===== config.mk =====
export PLATFORM = sky130hd
export DESIGN_NAME = execute_stage
export DESIGN_NICKNAME = d
export VERILOG_FILES = /design/src/rtl/execute_stage.sv
export SDC_FILE = /design/constraint.sdc
export NUM_CORES = 1
export LEC_CHECK = 0
export CORE_MARGIN = 3
export CORE_UTILIZATION = 46
export DETAILED_ROUTE_END_ITERATION = 12
export PLACE_DENSITY = 0.72
export SLEW_MARGIN = 5
export SYNTH_ARGS = -nofsm -noshare
export SYNTH_HDL_FRONTEND = slang
export SYNTH_SLANG_ARGS = --single-unit

===== constraint.sdc =====
create_clock -name i_clk -period 4.7 [get_ports i_clk]
set_clock_uncertainty 0.1 [all_clocks]
set_input_delay 0.47 -clock i_clk [delete_from_list [all_inputs] [get_ports i_clk]]
set_output_delay 0.47 -clock i_clk [all_outputs]
set_load 0.01 [all_outputs]

===== src/rtl/execute_stage.sv =====
// Execute stage of a 5-stage MIPS-style pipeline: operand forwarding, ALU, destination select,
// and the EX/MEM pipeline register. Every output is registered.
// Latency: one cycle, gated by i_enable. Stall by holding i_enable low; outputs hold their value.
// Reset (async, active-high) clears all outputs immediately.
//
// Ports:
//   i_clk, i_reset, i_enable              clock, async reset, pipeline-register load enable
//   i_instruccion                         instruction word ([10:6] shamt, [5:0] funct)
//   i_aluOP, i_aluSrc, i_regDst           ALU class, operand-B select, destination select
//   i_datoLeido1/2, i_datoExtSigno        rs/rt register data, sign-extended immediate
//   i_rt_id, i_rd_id, i_rs_id             register indices
//   i_rt_OR_rd, i_rd_EX_MEM, i_rd_MEM_WB  reserved, not used
//   i_opcode                              opcode, decoded for immediate-class ops
//   i_wbData, i_memData, i_forwardA/B     forwarding sources and selects
//   i_memToReg..i_branch                  control bits passed through to MEM
//   o_aluResult, o_ceroSignal             ALU result and its zero flag
//   o_datoLeido2                          forwarded rt data (store data)
//   o_rd_data                             rs index
//   o_rt_OR_rd                            destination register index
//   o_memToReg..o_branch                  registered control bits
module execute_stage #(
    parameter int N_BITS     = 32,
    parameter int N_REG_BITS = 5
) (
    input  logic                  i_clk,
    input  logic                  i_reset,
    input  logic                  i_enable,
    input  logic [N_BITS-1:0]     i_instruccion,
    input  logic [1:0]            i_aluOP,
    input  logic                  i_aluSrc,
    input  logic                  i_regDst,
    input  logic [N_BITS-1:0]     i_datoLeido1,
    input  logic [N_BITS-1:0]     i_datoLeido2,
    input  logic [N_BITS-1:0]     i_datoExtSigno,
    input  logic [N_REG_BITS-1:0] i_rt_id,
    input  logic [N_REG_BITS-1:0] i_rd_id,
    input  logic [N_REG_BITS-1:0] i_rs_id,
    input  logic [N_REG_BITS-1:0] i_rt_OR_rd,
    input  logic [N_REG_BITS-1:0] i_rd_EX_MEM,
    input  logic [N_REG_BITS-1:0] i_rd_MEM_WB,
    input  logic [N_REG_BITS:0]   i_opcode,
    input  logic [N_BITS-1:0]     i_wbData,
    input  logic [N_BITS-1:0]     i_memData,
    input  logic [1:0]            i_forwardA,
    input  logic [1:0]            i_forwardB,
    input  logic                  i_memToReg,
    input  logic                  i_regWrite_EX_MEM,
    input  logic                  i_regWrite_MEM_WB,
    input  logic                  i_memWrite,
    input  logic                  i_memRead,
    input  logic [1:0]            i_branch,
    output logic [N_BITS-1:0]     o_aluResult,
    output logic                  o_ceroSignal,
    output logic [N_BITS-1:0]     o_datoLeido2,
    output logic [N_REG_BITS-1:0] o_rd_data,
    output logic [N_REG_BITS-1:0] o_rt_OR_rd,
    output logic                  o_memToReg,
    output logic                  o_regWrite_EX_MEM,
    output logic                  o_regWrite_MEM_WB,
    output logic                  o_memWrite,
    output logic                  o_memRead,
    output logic [1:0]            o_branch
);

    // ALU operation classes
    localparam logic [1:0] ALUOP_ADD   = 2'b00;
    localparam logic [1:0] ALUOP_SUB   = 2'b01;
    localparam logic [1:0] ALUOP_RTYPE = 2'b10;
    localparam logic [1:0] ALUOP_ITYPE = 2'b11;

    // R-type funct codes
    localparam logic [5:0] FN_ADD  = 6'b100000;
    localparam logic [5:0] FN_ADDU = 6'b100001;
    localparam logic [5:0] FN_SUB  = 6'b100010;
    localparam logic [5:0] FN_SUBU = 6'b100011;
    localparam logic [5:0] FN_AND  = 6'b100100;
    localparam logic [5:0] FN_OR   = 6'b100101;
    localparam logic [5:0] FN_XOR  = 6'b100110;
    localparam logic [5:0] FN_NOR  = 6'b100111;
    localparam logic [5:0] FN_SLT  = 6'b101010;
    localparam logic [5:0] FN_SLTU = 6'b101011;
    localparam logic [5:0] FN_SLL  = 6'b000000;
    localparam logic [5:0] FN_SRL  = 6'b000010;
    localparam logic [5:0] FN_SRA  = 6'b000011;
    localparam logic [5:0] FN_SLLV = 6'b000100;
    localparam logic [5:0] FN_SRLV = 6'b000110;
    localparam logic [5:0] FN_SRAV = 6'b000111;

    // Immediate-class opcodes
    localparam logic [N_REG_BITS:0] OP_ADDI  = (N_REG_BITS+1)'(6'b001000);
    localparam logic [N_REG_BITS:0] OP_ADDIU = (N_REG_BITS+1)'(6'b001001);
    localparam logic [N_REG_BITS:0] OP_SLTI  = (N_REG_BITS+1)'(6'b001010);
    localparam logic [N_REG_BITS:0] OP_SLTIU = (N_REG_BITS+1)'(6'b001011);
    localparam logic [N_REG_BITS:0] OP_ANDI  = (N_REG_BITS+1)'(6'b001100);
    localparam logic [N_REG_BITS:0] OP_ORI   = (N_REG_BITS+1)'(6'b001101);
    localparam logic [N_REG_BITS:0] OP_XORI  = (N_REG_BITS+1)'(6'b001110);
    localparam logic [N_REG_BITS:0] OP_LUI   = (N_REG_BITS+1)'(6'b001111);

    logic [N_BITS-1:0] op_a;
    logic [N_BITS-1:0] fwd_b;
    logic [N_BITS-1:0] op_b;
    logic [N_BITS-1:0] imm_zext;
    logic [N_BITS-1:0] imm_upper;
    logic [N_BITS-1:0] alu_result;
    logic [4:0]        shamt;
    logic [4:0]        var_shamt;
    logic [5:0]        funct;
    logic              lt_signed;
    logic              lt_unsigned;
    logic [N_REG_BITS-1:0] dest_idx;

    // Reserved inputs and instruction bits above shamt are not needed here.
    logic unused_inputs;
    assign unused_inputs = ^{i_rt_OR_rd, i_rd_EX_MEM, i_rd_MEM_WB, i_instruccion[N_BITS-1:11]};

    assign shamt     = i_instruccion[10:6];
    assign funct     = i_instruccion[5:0];
    assign var_shamt = op_a[4:0];

    // Logical immediates use the raw 16-bit field, not the sign-extended copy.
    assign imm_zext  = {{(N_BITS-16){1'b0}}, i_datoExtSigno[15:0]};
    assign imm_upper = imm_zext << 16;

    // Forwarding muxes: 11 is unused by the hazard unit and falls back to register data.
    always_comb begin
        case (i_forwardA)
            2'b01:   op_a = i_wbData;
            2'b10:   op_a = i_memData;
            default: op_a = i_datoLeido1;
        endcase
    end

    always_comb begin
        case (i_forwardB)
            2'b01:   fwd_b = i_wbData;
            2'b10:   fwd_b = i_memData;
            default: fwd_b = i_datoLeido2;
        endcase
    end

    assign op_b = i_aluSrc ? i_datoExtSigno : fwd_b;

    assign lt_signed   = $signed(op_a) < $signed(op_b);
    assign lt_unsigned = op_a < op_b;

    always_comb begin
        alu_result = '0;
        case (i_aluOP)
            ALUOP_ADD: alu_result = op_a + op_b;
            ALUOP_SUB: alu_result = op_a - op_b;
            ALUOP_RTYPE: begin
                case (funct)
                    FN_ADD, FN_ADDU: alu_result = op_a + op_b;
                    FN_SUB, FN_SUBU: alu_result = op_a - op_b;
                    FN_AND:  alu_result = op_a & op_b;
                    FN_OR:   alu_result = op_a | op_b;
                    FN_XOR:  alu_result = op_a ^ op_b;
                    FN_NOR:  alu_result = ~(op_a | op_b);
                    FN_SLT:  alu_result = {{(N_BITS-1){1'b0}}, lt_signed};
                    FN_SLTU: alu_result = {{(N_BITS-1){1'b0}}, lt_unsigned};
                    // Shifts operate on B; the amount comes from shamt or A[4:0].
                    FN_SLL:  alu_result = op_b << shamt;
                    FN_SRL:  alu_result = op_b >> shamt;
                    FN_SRA:  alu_result = $signed(op_b) >>> shamt;
                    FN_SLLV: alu_result = op_b << var_shamt;
                    FN_SRLV: alu_result = op_b >> var_shamt;
                    FN_SRAV: alu_result = $signed(op_b) >>> var_shamt;
                    default: alu_result = '0;
                endcase
            end
            ALUOP_ITYPE: begin
                case (i_opcode)
                    OP_ADDI, OP_ADDIU: alu_result = op_a + op_b;
                    OP_ANDI:  alu_result = op_a & imm_zext;
                    OP_ORI:   alu_result = op_a | imm_zext;
                    OP_XORI:  alu_result = op_a ^ imm_zext;
                    OP_LUI:   alu_result = imm_upper;
                    OP_SLTI:  alu_result = {{(N_BITS-1){1'b0}}, lt_signed};
                    OP_SLTIU: alu_result = {{(N_BITS-1){1'b0}}, lt_unsigned};
                    default:  alu_result = '0;
                endcase
            end
            default: alu_result = '0;
        endcase
    end

    assign dest_idx = i_regDst ? i_rd_id : i_rt_id;

    // EX/MEM pipeline register
    always_ff @(posedge i_clk or posedge i_reset) begin
        if (i_reset) begin
            o_aluResult       <= '0;
            o_ceroSignal      <= 1'b0;
            o_datoLeido2      <= '0;
            o_rd_data         <= '0;
            o_rt_OR_rd        <= '0;
            o_memToReg        <= 1'b0;
            o_regWrite_EX_MEM <= 1'b0;
            o_regWrite_MEM_WB <= 1'b0;
            o_memWrite        <= 1'b0;
            o_memRead         <= 1'b0;
            o_branch          <= 2'b00;
        end else if (i_enable) begin
            o_aluResult       <= alu_result;
            o_ceroSignal      <= (alu_result == '0);
            o_datoLeido2      <= fwd_b;
            o_rd_data         <= i_rs_id;
            o_rt_OR_rd        <= dest_idx;
            o_memToReg        <= i_memToReg;
            o_regWrite_EX_MEM <= i_regWrite_EX_MEM;
            o_regWrite_MEM_WB <= i_regWrite_MEM_WB;
            o_memWrite        <= i_memWrite;
            o_memRead         <= i_memRead;
            o_branch          <= i_branch;
        end
    end

endmodule


==> results of run 1 <==
what timing repair did:
action	in CTS
pin swaps	56
endpoints found under the hold margin	0
endpoints found under the setup margin	30
setup buffers	27
gates cloned	1
gates resized for setup	154
layer usage:
metal	overflow	track usage
met3	3	0.503
met4	62	0.598
met5	1	0.258
met2	77	0.819
met1	2	0.661
per-stage QoR:
stage	util	std cells	hold slack, ns
3_3_place_gp	0.733	4545	0.368
2_1_floorplan	-	2884	0.416
4_1_cts	0.761	4589	0.388
3_5_place_dp	0.733	4545	0.372
kinds of logic after synthesis:
family                     count (synthesis)  share of synthesized area
AOI/OAI and AO/OA                       1122                      0.381
and+or+nand+nor                          943                      0.231
buffers and inverters                    357                     0.0741
muxes                                    158                     0.0847
adders and majority gates                136                     0.0868
xor gates and xnor gates                  86                     0.0381
DFF                                       82                      0.104
==> results.yml, run 1 <==
status:
  status: "stopped before the end"
  stop_stage: "global routing"
  error: "[ERROR GRT-0116] Global routing finished with congestion. Check the congestion regions in the DRC Viewer."
synth:
  ys.warnings.count: 0
  netlist_top_cells_count: "310 x a21oi_1, 256 x nor2_1, 252 x nand2_1"
  syn_nets: 3266
  syn_avg_cell_area_um2: 6.86
  syn_inst: 2884
  ys_top_cells_by_area: "dfrtp_1 10%, ha_1 8.5%, a21oi_1 7.8%, nor2_1 4.9%, nand2_1 4.8%"
  synth-seq-area-share: 0.104
  synth_edf_count: 0
  synth-seq-cells: 82
  syn_area_um2: 19800
  ys.flop_type: "dfrtp_1"
  synth_top_area_frac: 0.104
  yosysMostFrequentCell: "a21oi_1"
  ys_async_sr_fraction: 1.00
  yosys.area.top_type: "dfrtp_1"
  ys_types: 101
die:
  io_pins: 328
  start_util: 0.469
  die_h_um: 213
  num_rows: 75
  die_width_um: 213
clock_tree:
  cts_buffers: 9
  root_buffer: "clkbuf_16"
  clock-sinks: 82
  holdBufCountCts: 0
  clk_path_buf_depth: 2
  htreeDepth: 3
placed_design:
  gp_congestion: 1.55
  port_buffers: 291
  post-place-ws_ns: -1.50
  place_area_um2: 30900
  dp_hpwl_mm: 106
grt:
  gr-total-overflow: 145
  grt_max_degree: 91
  grt_use_total: 0.651
  grt_pass1_wl_mm: 226
  grt_pass1_vias: 35800
==> inputs of run 2 (changes only) <==
CORE_UTILIZATION = 31   (was 46)
PLACE_DENSITY = unset   (was 0.72)
PLACE_DENSITY_LB_ADDON = 0.15   (was unset)
==> results.yml, run 2 <==
die:
  num_rows: 91
  io_pins: 328
  die_width_um: 259
  core_area_um2: 62400
  start_util: 0.317
  die_h_um: 259
  dieArea_um2: 66900
synth:
  ys_async_sr_fraction: 1.00
  synth_edf_count: 0
  ys_top_cells_by_area: "dfrtp_1 10%, ha_1 8.5%, a21oi_1 7.8%, nor2_1 4.9%, nand2_1 4.8%"
  ys_types: 101
  syn_avg_cell_area_um2: 6.86
  synth-seq-cells: 82
  yosysMostFrequentCell: "a21oi_1"
  netlist_top_cells_count: "310 x a21oi_1, 256 x nor2_1, 252 x nand2_1"
  synth_top_area_frac: 0.104
  syn_inst: 2884
  yosys.area.top_type: "dfrtp_1"
  ys.warnings.count: 0
  syn_area_um2: 19800
  ys.flop_type: "dfrtp_1"
  syn_nets: 3266
  synth-seq-area-share: 0.104
timing:
  fin_crit_sh: 1.05
  setup_ws_ns: -0.251
  finalHoldViolations: 0
  setup_viol: 4
  worst_pin_slew_ns: 1.44
  timing.final.crit_period_ns: 4.95
  setup_tns_ns: -0.457
  fmax_mhz: 202
  rsz0062_at_grt: "true"
  slew_viol_final: 0
  slew_headroom: 0.0276
detailed_routing:
  wl_per_cell_um: 33.4
  drt_pass1_iterations: 8
  route.detailed.drc: 0
  vias: 33000
  avgViaCountPerCell: 6.43
  drt-total-wl_mm: 171
  drtIter0Drc: 5161
  ant_nets: 0
setup_path:
  crit_required_ns: 4.92
  end_kind: "flip-flop"
  cp_max_fo: 3
  start_kind: "primary input"
  arrival_ns: 5.17
  worstReg2RegStart: "o_datoLeido2[4]$_DFFE_PP0P_"
  cp-startpoint: "i_memData[17]"
  crit_type: "in2reg"
placed_design:
  dp_hpwl_mm: 140
  gp_congestion: 1.21
  place_area_um2: 32900
  port_buffers: 291
clock_tree:
  root_buffer: "clkbuf_16"
  clkLatencyLatePin_ns: 0.39
  path_clk_slew_ns: 0.07
  cts_buffers: 9
  holdBufCountCts: 0
  clock-sinks: 82
  cts_tree: "built"
  clk_path_buf_depth: 2
  htreeDepth: 3
grt:
  gr-total-overflow: 0
  grt_use_total: 0.491
  grt_pass1_wl_mm: 236
  grt_pass1_vias: 32000
  grt_antenna_before_repair: 10
  grt_max_degree: 74
final_layout:
  layout_commonest_cell: "buf_4"
  fill_cells: 5737
  multi_input_area_um2: 18600
  fin_nets: 4659
  final-seq-area_um2: 2050
  drive_gt1_frac: 0.418
  reg.largest.list: "o_aluResult x32, o_datoLeido2 x32"
  area_delta_synth_final_pct: 82.5
  fin_area_um2: 36100
  final_cell_mix: "1241 x buf_4, 283 x a21oi_1, 274 x clkdlybuf4s50_1"
power_and_ir_drop:
  total_power_mw: 8.98
  p_per_area_nw_per_um2: 249
  p_leak_nw: 15.7
  p_switching_mw: 4.45
  seq_power_share: 0.101
  vdd_drop_max_mv: 0.179
  pwr-share-clk: 0.090
  p_sw_frac: 0.496
  pwr-share-comb: 0.809
  p_int_mw: 4.53
min_path:
  hold_class: "reg2reg"
  hp-start: "o_aluResult[31]$_DFFE_PP0P_"
status:
  status: "complete, but fails checks"
  violations: "setup timing"
run:
  drv_cap: 0
==> run 2: cell counts after synthesis <==
No cell type changed its count.
==> run 2: power groups by stage <==
stage / Clock, mW / Sequential, mW / Combinational (mW)
2_1_floorplan: 0 / 0.961 / 2.51
3_3_place_gp: 0 / 0.911 / 6.18
3_5_place_dp: 0 / 0.920 / 6.23
4_1_cts: 0.808 / 0.907 / 6.66
5_1_grt: 0.842 / 0.921 / 7.44
6_report: 0.810 / 0.909 / 7.26
==> run 2: logic make-up after synthesis <==
| group | after synthesis | synth area share |
|---|---|---|
| AOI/OAI and AO/OA | 1122 | 0.381 |
| xor gates and xnor gates | 86 | 0.0381 |
| adders and majority gates | 136 | 0.0868 |
| buffers and inverters | 357 | 0.0741 |
| DFF | 82 | 0.104 |
| muxes | 158 | 0.0847 |
| and+or+nand+nor | 943 | 0.231 |
==> run 2: repair_timing <==
item | CTS | global route
cloned | 5 | 2
setup endpoints to repair | 31 | 19
resized for setup | 295 | 159
setup buffers | 52 | 38
pin swaps | 108 | 86
==> run 2: layout make-up <==
cell class | count | share of cell area
tap | 837 | 0.0290
clock inverter | 7 | 0.00243
clock buffer | 9 | 0.00624
multi-input combinational | 2445 | 0.516
timing repair buffer | 1600 | 0.374
sequential | 82 | 0.0568
antenna | 6 | 0.000416
inverter | 139 | 0.0153
==> run 2: worst paths after layout <==
check,to,slack (ns),cells after the start
hold / removal,o_aluResult[31]$_DFFE_PP0P_,0.39,1
setup reg to reg,o_datoLeido2[4]$_DFFE_PP0P_,3.77,1
hold reg to reg,o_aluResult[31]$_DFFE_PP0P_,0.39,1
min in group asynchronous,o_rd_data[3]$_DFFE_PP0P_,0.40,2
setup / recovery,o_ceroSignal$_DFFE_PP0P_,-0.25,18
max in group asynchronous,o_aluResult[2]$_DFFE_PP0P_,3.01,3
==> run 2: stage by stage <==
stage | util | cells | setup slack [ns] | hold WS, ns
after floorplan | - | 2884 | -0.0206 | 0.416
after global placement | 0.527 | 5009 | -1.63 | 0.367
after detailed placement | 0.527 | 5009 | -1.65 | 0.379
after CTS | 0.562 | 5081 | -0.0603 | 0.394
after global routing | 0.578 | 5119 | -0.340 | 0.417
final | 0.579 | 5125 | -0.251 | 0.387
==> run 2: worst max-delay path: stages <==
cell,delay (ns)
clkdlybuf4s50_1,0.58
a221oi_2,0.14
o31ai_4,0.57
inv_1,0.15
buf_4,0.18
ha_1,0.20
xnor2_1,0.13
nand2_1,0.10
o21ai_0,0.34
a32oi_1,0.35
o221ai_1,0.15
a211oi_1,0.29
o211ai_1,0.31
nor2_1,0.19
o211a_1,0.20
o221ai_1,0.16
or4_4,0.53
o22ai_2,0.12
==> run 2: routing by layer <==
metal / GRT usage / vias to the layer above / routed length, µm
met5: 0.000731 / - / 71
met3: 0.158 / 878 / 20200
met2: 0.750 / 2613 / 72000
met4: 0.388 / 10 / 18300
met1: 0.565 / 15700 / 60800
li1: - / 13700 / -
Power figures use the tool's default switching activity.
